[config.mk]
export PLATFORM = sky130hd
export DESIGN_NAME = alu_result_collector
export DESIGN_NICKNAME = d
export VERILOG_FILES = /design/src/rtl/alu_result_collector.sv
export SDC_FILE = /design/constraint.sdc
export NUM_CORES = 1
export LEC_CHECK = 0
export BUFFER_PORTS_ARGS = -buffer_cell sky130_fd_sc_hd__buf_2
export CORE_ASPECT_RATIO = 0.7
export CORE_UTILIZATION = 55
export CTS_CLUSTER_DIAMETER = 80
export DETAILED_ROUTE_END_ITERATION = 7
export PLACE_DENSITY = 0.74
export SLEW_MARGIN = 10
export SYNTH_ARGS = -nofsm -noshare
export SYNTH_HDL_FRONTEND = slang
export SYNTH_SLANG_ARGS = --single-unit
[constraint.sdc]
create_clock -name clk_p_i -period 4.7 [get_ports clk_p_i]
set_input_delay 0.94 -clock clk_p_i [delete_from_list [all_inputs] [get_ports clk_p_i]]
set_output_delay 0.94 -clock clk_p_i [all_outputs]
set_load 0.02 [all_outputs]
[src/rtl/alu_result_collector.sv]
// Collects results from a fixed-latency ALU: aligns issue tags with the ALU
// output, buffers them in a small FIFO and returns credit to the issuer.
module alu_result_collector #(
  parameter int LATENCY = 2,
  parameter int DEPTH   = 4
) (
  input  logic                     clk_p_i,
  input  logic                     reset_p_i,
  input  logic                     issue_valid_i,
  input  logic [2:0]               issue_inst_i,
  output logic                     issue_ready_o,
  input  logic [15:0]              alu_data_i,
  output logic                     out_valid_o,
  input  logic                     out_ready_i,
  output logic [15:0]              out_data_o,
  output logic [2:0]               out_inst_o,
  output logic [$clog2(DEPTH):0]   count_o,
  output logic                     drop_o
);

  localparam int AW = $clog2(DEPTH);
  localparam int CW = AW + 1;
  localparam int SW = $clog2(DEPTH + LATENCY + 1) + 1;

  logic [LATENCY-1:0] tag_vld_q, tag_vld_d;
  logic [2:0]         tag_inst_q [LATENCY];
  logic [2:0]         tag_inst_d [LATENCY];
  logic [18:0]        mem_q [DEPTH];
  logic [AW-1:0]      wr_ptr_q, wr_ptr_d, rd_ptr_q, rd_ptr_d;
  logic [CW-1:0]      count_q, count_d;
  logic               drop_q, drop_d;
  logic [SW-1:0]      inflight, credit_used;
  logic               accept, push, pop;

  // Credit counts both buffered entries and tags still travelling to the ALU output.
  always_comb begin
    inflight = '0;
    for (int k = 0; k < LATENCY; k++) begin
      inflight = inflight + SW'(tag_vld_q[k]);
    end
    credit_used = SW'(count_q) + inflight;
  end

  assign issue_ready_o = credit_used < SW'(DEPTH);
  assign accept        = issue_valid_i & issue_ready_o;
  assign push          = tag_vld_q[LATENCY-1];
  assign out_valid_o   = count_q != '0;
  assign pop           = out_valid_o & out_ready_i;

  // NOTE: every always_comb output gets an assignment on every path, so no latch is inferred.
  always_comb begin
    tag_vld_d[0]  = accept;
    tag_inst_d[0] = issue_inst_i;
    for (int k = 1; k < LATENCY; k++) begin
      tag_vld_d[k]  = tag_vld_q[k-1];
      tag_inst_d[k] = tag_inst_q[k-1];
    end
    wr_ptr_d = wr_ptr_q + AW'(push);
    rd_ptr_d = rd_ptr_q + AW'(pop);
    count_d  = count_q + CW'(push) - CW'(pop);
    drop_d   = drop_q | (issue_valid_i & ~issue_ready_o);
  end

  // NOTE: state registers use non-blocking assignments so all flops update together.
  always_ff @(posedge clk_p_i or posedge reset_p_i) begin
    if (reset_p_i) begin
      tag_vld_q <= '0;
      for (int k = 0; k < LATENCY; k++) begin
        tag_inst_q[k] <= '0;
      end
      wr_ptr_q <= '0;
      rd_ptr_q <= '0;
      count_q  <= '0;
      drop_q   <= 1'b0;
    end else begin
      tag_vld_q  <= tag_vld_d;
      tag_inst_q <= tag_inst_d;
      wr_ptr_q   <= wr_ptr_d;
      rd_ptr_q   <= rd_ptr_d;
      count_q    <= count_d;
      drop_q     <= drop_d;
    end
  end

  // NOTE: storage is not reset; the head is masked to zero whenever the FIFO is empty.
  always_ff @(posedge clk_p_i) begin
    if (push) begin
      mem_q[wr_ptr_q] <= {tag_inst_q[LATENCY-1], alu_data_i};
    end
  end

  assign {out_inst_o, out_data_o} = out_valid_o ? mem_q[rd_ptr_q] : 19'd0;
  assign count_o = count_q;
  assign drop_o  = drop_q;

endmodule

==> Word level (Yosys, flattened, before mapping) <==
Memories as Yosys holds them, arrays and structs flattened.
Cells that the tools add are included.
{ "op_classes": {"magnitude_cmp": 1, "n_addsub": 6, "n_reduce_logical": 1, "n_mux": 3, "n_bitwise": 5} }
{ "op_table": {"columns": ["cell", "n"], "rows": [
  ["19-bit 2-to-1 mux", 1],
  ["2-bit by 1-bit adder with 2-bit output", 2],
  ["3-bit by 2-bit adder with 4-bit output", 1],
  ["4-bit by 3-bit < comparator with 1-bit output (second input constant)", 1],
  ["3-bit by 1-bit adder with 3-bit output", 1],
  ["1-bit bitwise AND", 3],
  ["3-bit nonzero test", 1],
  ["3-bit by 1-bit subtractor with 3-bit output", 1],
  ["1-bit by 1-bit adder with 2-bit output", 1],
  ["1-bit 2-to-1 mux", 2],
  ["1-bit inverter", 1],
  ["1-bit bitwise OR", 1]
]} }
{ "word_totals": {"input_bits": 23, "wordCells": 24, "regBits": 16, "mem_bits_rw": 76, "mem_count": 1, "output_inout_bits": 25} }
{ "memory_table": {"columns": ["name", "words", "word_bits", "read_ports", "rd_ports_with_merged_regs", "wr", "line", "rtl"], "rows": [
  ["mem_q", 4, 19, 1, 0, 1, "28", "logic [18:0] mem_q [DEPTH];"]
]} }

==> Logic depth before layout (Yosys ltp) <==
Gate-level depths: netlist (run 1).
{ "depth": {"word_depth": 6, "mapped_depth": 7, "ltp_nobuf": 7} }

==> Least setup slack after synthesis (run 1) <==
OpenSTA, ideal clock, no wires.
{ "synth_timing": {"path_type": "register to output", "start": "register count_q[1], in the netlist count_o[1]", "end": "output out_data_o[10]", "setup_slack_ns": 2.329, "path_buffers": 1, "required_ns": 3.760, "stages_incl_launch_ff": 4, "arrival_time_ns": 1.431, "cell_sequence": "dfrtp_1 or3_1 clkbuf_1 and2_1"} }
{ "synth_via": {"elab_chain_len": 2} }
{ "synth_lines": {"columns": ["element", "line", "rtl"], "rows": [
  ["from (decl)", "30", "logic [CW-1:0] count_q, count_d;"],
  ["from (signal assigned)", "80", "count_q <= count_d;"],
  ["3-bit nonzero test", "47", "assign out_valid_o = count_q != '0;"],
  ["net out_valid_o", "13", "output logic out_valid_o,"],
  ["19-bit 2-to-1 mux", "92", "assign {out_inst_o, out_data_o} = out_valid_o ? mem_q[rd_ptr_q] : 19'd0;"],
  ["to (decl)", "15", "output logic [15:0] out_data_o,"]
]} }
The timed path passes the listed nets, and every way through them passes these cells.

==> Worst setup path in the final report (run 1) <==
{ "layout_timing": {"start": "register rd_ptr_q[0]", "end": "output out_data_o[9]"} }
{ "layout_via": {"elab_chain_len": 2} }
{ "layout_lines": {"columns": ["element", "line", "rtl"], "rows": [
  ["from (decl)", "29", "logic [AW-1:0] wr_ptr_q, wr_ptr_d, rd_ptr_q, rd_ptr_d;"],
  ["from (signal assigned)", "79", "rd_ptr_q <= rd_ptr_d;"],
  ["memory read 4 x 19 bit", null, null],
  ["19-bit 2-to-1 mux", "92", null]
]} }
No other way between the ends.

==> results of run 1 <==
## placed cells by master, fill, tap and decap left out, types with 2 or more instances in the layout
master     instances
clkinv_2           2
nor2_1             2
nor2_2             2
mux4_2            18
dfrtp_1           16
clkbuf_8           9
ha_1               4
buf_4              2
and2_1            19
xor2_1             2
bufinv_16          2
nand2_1            4
buf_2             47
inv_1              3
edfxtp_1          76
xnor2_1            3
## power by group
| part | total (mW) | switching, mW | internal, mW |
|---|---|---|---|
| Sequential | 1.18 | 0.134 | 1.04 |
| Combinational | 0.861 | 0.463 | 0.398 |
| Clock | 0.552 | 0.252 | 0.300 |
## worst reg2reg max path, delay by kind of cell, from the launching register on
| kind | cells | cell delay [ns] |
|---|---|---|
| buffers and inverters | 1 | 0.05 |
| xor gates and xnor gates | 2 | 0.33 |
| adders and majority gates | 2 | 0.55 |
| and+or+nand+nor | 2 | 0.99 |
| DFF | 1 | 0.46 |
## registers in the layout, summed over array words and instances, names as in the netlist
signal and cells:
wr_ptr_q 2, rd_ptr_q 2, drop_o 1, count_o 3, tag_inst_q 3, tag_vld_q 2
tag_inst_d 3, mem_q 76
## stage by stage
stage	cells	hold slack [ns]	area [um^2]	power, mW	setup slack (ns)
floorplan	166	0.331	3490	1.80	2.33
global placement	284	0.337	3810	2.03	1.79
detailed placement	284	0.342	3810	2.07	1.74
CTS	300	0.364	4020	2.62	1.35
global route	300	0.376	4020	2.73	1.22
finish	300	0.361	4020	2.59	1.41
## logic make-up after synthesis
kind of cell / after synthesis / synth area share
DFF: 92 / 0.768
and+or+nand+nor: 32 / 0.0530
muxes: 19 / 0.124
buffers and inverters: 9 / 0.0147
xor gates and xnor gates: 5 / 0.0125
adders and majority gates: 5 / 0.0201
AOI/OAI and AO/OA: 4 / 0.00824
## routing by layer
layer / up-vias / wire [um] / share of wire
met5: - / 0 / 0
met4: 0 / 33 / 0.0061
li1: 758 / - / -
met3: 4 / 312 / 0.057
met1: 821 / 2300 / 0.42
met2: 46 / 2800 / 0.51
## final timing paths
kind,startpoint,end,slack (ns),cells after the start
setup / recovery,rd_ptr_q[0],out_data_o[9],1.41,4
hold / removal,tag_inst_d[2],tag_inst_q[2],0.36,0
setup reg to reg,count_o[1],count_o[2],2.21,7
hold reg to reg,tag_inst_d[2],tag_inst_q[2],0.36,0
max in group asynchronous,reset_p_i,wr_ptr_q[0],3.65,2
min in group asynchronous,reset_p_i,count_o[1],0.65,2
## area by class of cell
type                       count  area [um^2]  share of cell area
sequential                    92         2680               0.667
clock inverter                 6         87.6              0.0218
clock buffer                  10          128              0.0317
timing repair buffer          49          250              0.0622
inverter                       3         11.3             0.00280
multi-input combinational     65          769               0.191
tap                           75         93.8              0.0233
==> impl_metrics.json, run 1 <==
{
  "gr-usage-met2": 0.322,
  "worst_pin_slew_ns": 1.10,
  "async_flop_share": 0.174,
  "p_leak_nw": 1.46,
  "cts_tree": "done",
  "grtUsageMet3": 0.0726,
  "vdd_drop_max_v": 0.000331,
  "grt_util_met1": 0.210,
  "cts_buffers": 9,
  "dp_hpwl_mm": 3.48,
  "cp_max_fo": 11,
  "cts_root_buffer": "clkbuf_8",
  "area_growth_pct": 15.2,
  "crit_family": "flip-flops",
  "drive_gt1_frac": 0.382,
  "skew_ns": 0.0118,
  "clk_latency_ns": 0.35,
  "drc": 0,
  "min_period_over_period": 0.700,
  "synth_nets": 194,
  "clk_pin_slew_worst_paths_ns": 0.09,
  "finalSetupViolations": 0,
  "ys.flop_type": "edfxtp_1",
  "ctsHoldBuffers": 0,
  "globalplace.congestion": 0.661,
  "synth_area_leaders": "edfxtp_1, mux4_2, dfrtp_1, and2_1, ha_1",
  "max_freq_ghz": 0.304,
  "grt_overflow_total": 0,
  "io_buffers": 47,
  "drtAntennaViolNets": 0,
  "yosys.area.top_type": "edfxtp_1",
  "crit_chain": "buf_4, mux4_2, and2_1, buf_2",
  "gr-max-usage-layer": "met2",
  "vias_per_cell": 5.43,
  "slew_headroom": 0.264,
  "netlist_instances": 166,
  "cp-end-kind": "output port",
  "grt_antenna_before_repair": 0,
  "postCtsSetupBuffers": 0,
  "slowest_delay_ns": 0.79,
  "utilization": 0.679,
  "worstPathArrival_ns": 2.35,
  "p_per_area_nw_per_um2": 644,
  "hold_viol": 0,
  "layout.nets": 248,
  "yosysWarnings": 0,
  "grt_pass1_wl_mm": 8.45,
  "status": "finished clean",
  "ctsHtreeMaxLevel": 3,
  "synth_top_area_frac": 0.653,
  "rows": 23,
  "die_area_um2": 6680,
  "slew_violations": 0,
  "ys_seq_area_frac": 0.768,
  "io_pins": 48,
  "maxCapViolCount": 0,
  "synth_most_common_cell": "edfxtp_1",
  "core_area_um2": 5930,
  "crit_slowest_cell": "dfrtp_1",
  "hold_class": "flop to flop",
  "avgSynthCellArea_um2": 21.0,
  "grt_max_degree": 23,
  "synth_edf_count": 76,
  "grt_pass1_vias": 1676,
  "ys_ff_latch": 92,
  "yosysUniqueCellTypes": 24,
  "fin_setup_tns_ns": 0,
  "die_w_um": 97.3,
  "antenna-diode-count": 0,
  "rsz0062_at_grt": "no",
  "fillers": 403,
  "period_minus_slack_ns": 3.29,
  "worstSetupPathType": "flop to output port",
  "cts.path.max_buffers": 2,
  "synth_common_cells": "edfxtp_1, and2_1, mux4_2",
  "clock_sinks": 92,
  "syn-cell-area_um2": 3490,
  "die_h_um": 68.7,
  "drt_iter0_markers": 69,
  "vias": 1629,
  "wl_per_cell_um": 18.2,
  "initial_core_util": 0.589,
  "cts_resized": 0,
  "start_kind": "flop",
  "track_usage": 0.183,
  "wl_mm": 5.45,
  "cp_num_buf_inv": 2,
  "first_pass_iters": 4,
  "required_ns": 3.76
}
Note: power is estimated with default switching activity, not from simulation.
==> run 2: changes to the inputs <==
- CORE_UTILIZATION: 55 -> 51
- PLACE_DENSITY: 0.74 -> 0.72
- clock period: 4.7 -> 2.8 ns (I/O delays scaled with it)
==> impl_metrics.json, run 2 (same netlist as run 1, synthesis figures left out) <==
{
  "status": "finished clean",
  "skew_ns": 0.00859,
  "grt_pass1_wl_mm": 9.18,
  "grt_pass1_vias": 1820,
  "postLayoutCellArea_um2": 4060,
  "wl_mm": 5.65,
  "hold_class": "primary input to async pin",
  "area_growth_pct": 16.1,
  "fin_ws_ns": 0.320,
  "hold_viol": 0,
  "slew_headroom": 0.587,
  "utilization": 0.631,
  "wl_per_cell_um": 17.5,
  "maxCapViolCount": 0,
  "start_kind": "flop",
  "cts_resized": 0,
  "cp_max_fo": 11,
  "clk_latency_ns": 0.35,
  "reg2regPathDepth": 7,
  "p_per_area_nw_per_um2": 1050,
  "largest_register_ffs": 76,
  "cts.path.max_buffers": 2,
  "top_register": "mem_q",
  "finalSetupViolations": 0,
  "initial_core_util": 0.544,
  "worst_pin_slew_ns": 0.619,
  "slowest_delay_ns": 0.62,
  "final_common_cell": "edfxtp_1",
  "reg2reg_to": "count_o[2]",
  "drtAntennaViolNets": 0,
  "vias_per_cell": 5.20,
  "clk_pin_slew_worst_paths_ns": 0.09,
  "io_pins": 48,
  "drive_gt1_frac": 0.401,
  "worstPathArrival_ns": 1.92,
  "min_period_over_period": 0.886,
  "drt_iter0_markers": 61,
  "crit_slowest_cell": "dfrtp_1",
  "grt_max_degree": 22,
  "place_area_um2": 3880,
  "crit_family": "flip-flops",
  "dpl.cell_count": 307,
  "fin_setup_tns_ns": 0,
  "first_pass_iters": 4,
  "rsz0062_at_grt": "no",
  "track_usage": 0.182,
  "max_freq_ghz": 0.403,
  "slew_violations": 0,
  "postCtsSetupBuffers": 0,
  "die_w_um": 101,
  "r2r_setup_slack_ns": 0.73,
  "layout.nets": 255,
  "required_ns": 2.24,
  "core_area_um2": 6430,
  "die_area_um2": 7190,
  "cts_root_buffer": "clkbuf_8",
  "antenna-diode-count": 0,
  "final_cell_mix": "edfxtp_1, buf_2, and2_1",
  "dp_hpwl_mm": 3.88,
  "globalplace.congestion": 0.682,
  "clock_sinks": 92,
  "cts_buffers": 9,
  "drc": 0,
  "cp-end-kind": "output port",
  "crit_chain": "buf_4, mux4_2, and2_1, buf_2",
  "whs_ns": 0.260,
  "period_minus_slack_ns": 2.48,
  "grt_overflow_total": 0,
  "ctsHoldBuffers": 0,
  "grt_antenna_before_repair": 0,
  "vdd_drop_max_v": 0.000568,
  "io_buffers": 47,
  "vias": 1678,
  "r2r_start": "count_o[1]",
  "die_h_um": 71.2,
  "pre_cts_ws_ns": 0.683,
  "fillers": 469,
  "worstSetupPathType": "flop to output port",
  "final_cells": 323,
  "rows": 24,
  "cp_num_buf_inv": 2,
  "ctsHtreeMaxLevel": 3,
  "p_leak_nw": 1.48,
  "power_mw": 4.25,
  "cts_tree": "done"
}
run 2: cell count changes in the layout (fill, tap and decap cells not counted), sizes merged:
cell,delta
bufinv,-2
clkinvlp,+1
buf,+7
clkinv,+1
run 2: per-layer routing:
metal  wire [um]  GRT usage
met1        2520      0.228
met2        2730      0.298
met3         277     0.0624
met4         124     0.0741
met5           0          0
run 2: layout make-up:
| cell class | count | area, um^2 | area share |
|---|---|---|---|
| clock buffer | 10 | 138 | 0.0339 |
| clock inverter | 6 | 38.8 | 0.00956 |
| inverter | 3 | 11.3 | 0.00278 |
| multi-input combinational | 65 | 769 | 0.190 |
| sequential | 92 | 2680 | 0.661 |
| tap | 91 | 114 | 0.0281 |
| timing repair buffer | 56 | 303 | 0.0746 |
run 2: power breakdown:
group          leakage (nW)  switching [mW]  internal, mW  total [mW]
Combinational         0.511           0.870         0.708        1.58
Sequential            0.876           0.151          1.75        1.90
Clock                0.0901           0.432         0.345       0.777
run 2: worst max path at each step:
| stage | start | endpoint | slack, ns | cells after the start |
|---|---|---|---|---|
| 2_1_floorplan | tag_vld_q[1] | mem_q[0][0] | 0.45 | 1 |
| 3_3_place_gp | rd_ptr_q[1] | out_data_o[2] | 0.71 | 4 |
| 3_5_place_dp | rd_ptr_q[1] | out_data_o[2] | 0.68 | 4 |
| 4_1_cts | rd_ptr_q[1] | out_data_o[2] | 0.29 | 4 |
| 5_1_grt | rd_ptr_q[1] | out_data_o[7] | 0.24 | 4 |
| 6_report | rd_ptr_q[1] | out_data_o[2] | 0.32 | 4 |
==> run 3: changes to the inputs <==
- ABC_AREA: not set -> 0
- CORE_ASPECT_RATIO: 0.7 -> 1.25
==> impl_metrics.json, run 3 (same netlist as run 1, synthesis figures left out) <==
{
  "cts_buffers": 9,
  "clk_latency_ns": 0.34,
  "final_cell_mix": "edfxtp_1, buf_2, and2_1",
  "first_pass_iters": 4,
  "ctsHoldBuffers": 0,
  "status": "finished clean",
  "slowest_delay_ns": 0.60,
  "globalplace.congestion": 0.679,
  "worst_pin_slew_ns": 0.622,
  "maxCapViolCount": 0,
  "antenna-diode-count": 0,
  "drc": 0,
  "initial_core_util": 0.529,
  "grt_pass1_wl_mm": 8.65,
  "drt_iter0_markers": 92,
  "switching_share": 0.328,
  "io_buffers": 47,
  "area_growth_pct": 16.3,
  "skew_ns": 0.0132,
  "layout.nets": 255,
  "hold_viol": 0,
  "crit_chain": "buf_12, mux4_2, and2_1, buf_2",
  "switchingPower_mw": 1.38,
  "cp_max_fo": 15,
  "die_h_um": 94.5,
  "largest_register_ffs": 76,
  "vdd_drop_max_v": 0.000661,
  "reg2regPathDepth": 7,
  "ctsHtreeMaxLevel": 3,
  "grt_pass1_vias": 1743,
  "wl_mm": 5.24,
  "drive_gt1_frac": 0.388,
  "slew_headroom": 0.585,
  "p_per_area_nw_per_um2": 1040,
  "cts_resized": 0,
  "die_w_um": 76.0,
  "r2r_setup_slack_ns": 0.74,
  "crit_cells": 4,
  "power_mw": 4.22,
  "grt_antenna_before_repair": 0,
  "cp_num_buf_inv": 2,
  "grt_max_degree": 22,
  "rows": 33,
  "clk_pin_slew_worst_paths_ns": 0.08,
  "cp-end-kind": "output port",
  "crit_slowest_cell": "dfrtp_1",
  "dp_hpwl_mm": 3.64,
  "required_ns": 2.24,
  "sequentialPowerShare": 0.448,
  "vias_per_cell": 5.11,
  "p_comb_frac": 0.371,
  "drtAntennaViolNets": 0,
  "p_leak_nw": 1.48,
  "track_usage": 0.166,
  "postCtsSetupBuffers": 0,
  "clock_sinks": 92,
  "io_pins": 48,
  "finalSetupViolations": 0,
  "worstPathArrival_ns": 2.00,
  "wl_per_cell_um": 16.4,
  "min_period_over_period": 0.914,
  "core_area_um2": 6610,
  "start_kind": "flop",
  "cts.path.max_buffers": 2,
  "hold_class": "primary input to async pin",
  "vias": 1630,
  "max_freq_ghz": 0.391,
  "period_minus_slack_ns": 2.56,
  "slew_violations": 0,
  "die_area_um2": 7190,
  "worstSetupPathType": "flop to output port",
  "cts_tree": "done",
  "cts_root_buffer": "clkbuf_8",
  "fin_setup_tns_ns": 0,
  "utilization": 0.615,
  "p_clk_frac": 0.181,
  "grt_overflow_total": 0,
  "top_register": "mem_q",
  "rsz0062_at_grt": "no",
  "internal_power_mw": 2.84,
  "final_common_cell": "edfxtp_1",
  "crit_family": "flip-flops"
}
run 3: worst reg2reg max path, cell delays in order, from the launching register on:
cell and delay [ns]:
dfrtp_1 0.45, or3_1 0.42, nand2_1 0.16, xnor2_1 0.16, ha_1 0.18, inv_1 0.05
fa_1 0.37, xor2_1 0.17
run 3: path summary, 6_finish.rpt:
path,start,endpoint
min reg2reg,tag_inst_d[2],tag_inst_q[2]
max,rd_ptr_q[0],out_inst_o[0]
min in group clk_p_i,issue_inst_i[2],tag_inst_d[2]
max in group asynchronous,reset_p_i,tag_vld_q[1]
min,reset_p_i,rd_ptr_q[1]
max reg2reg,count_o[1],count_o[2]
run 3: final cells by class:
cell class                 count  area, um^2
sequential                    92        2680
fill                         511        2540
multi-input combinational     65         769
timing repair buffer          56         315
clock buffer                  14         163
tap                           87         109
clock inverter                 2        11.3
inverter                       3        11.3
run 3: metrics by stage:
stage	instances	cell area [um^2]	setup slack, ns	hold WS, ns
detailed placement	303	3890	0.575	0.345
global placement	303	3890	0.601	0.332
finish	319	4060	0.242	0.291
CTS	319	4060	0.199	0.295
global route	319	4060	0.113	0.313
floorplan	166	3490	0.454	0.331
run 3: power by group through the flow:
stage	logic [mW]	clock network, mW	registers, mW
after global routing	1.71	0.828	1.92
final	1.57	0.762	1.89
after CTS	1.60	0.781	1.89
after detailed placement	1.59	0	1.92
after floorplan	1.13	0	1.89
after global placement	1.58	0	1.91
run 3: layer usage:
metal	vias up	share of wire	GRT usage	wire length, um
li1	766	-	-	-
met1	817	0.43	0.207	2260
met2	39	0.52	0.288	2730
met3	8	0.035	0.0396	182
met4	0	0.015	0.0577	78
met5	-	0	0	0
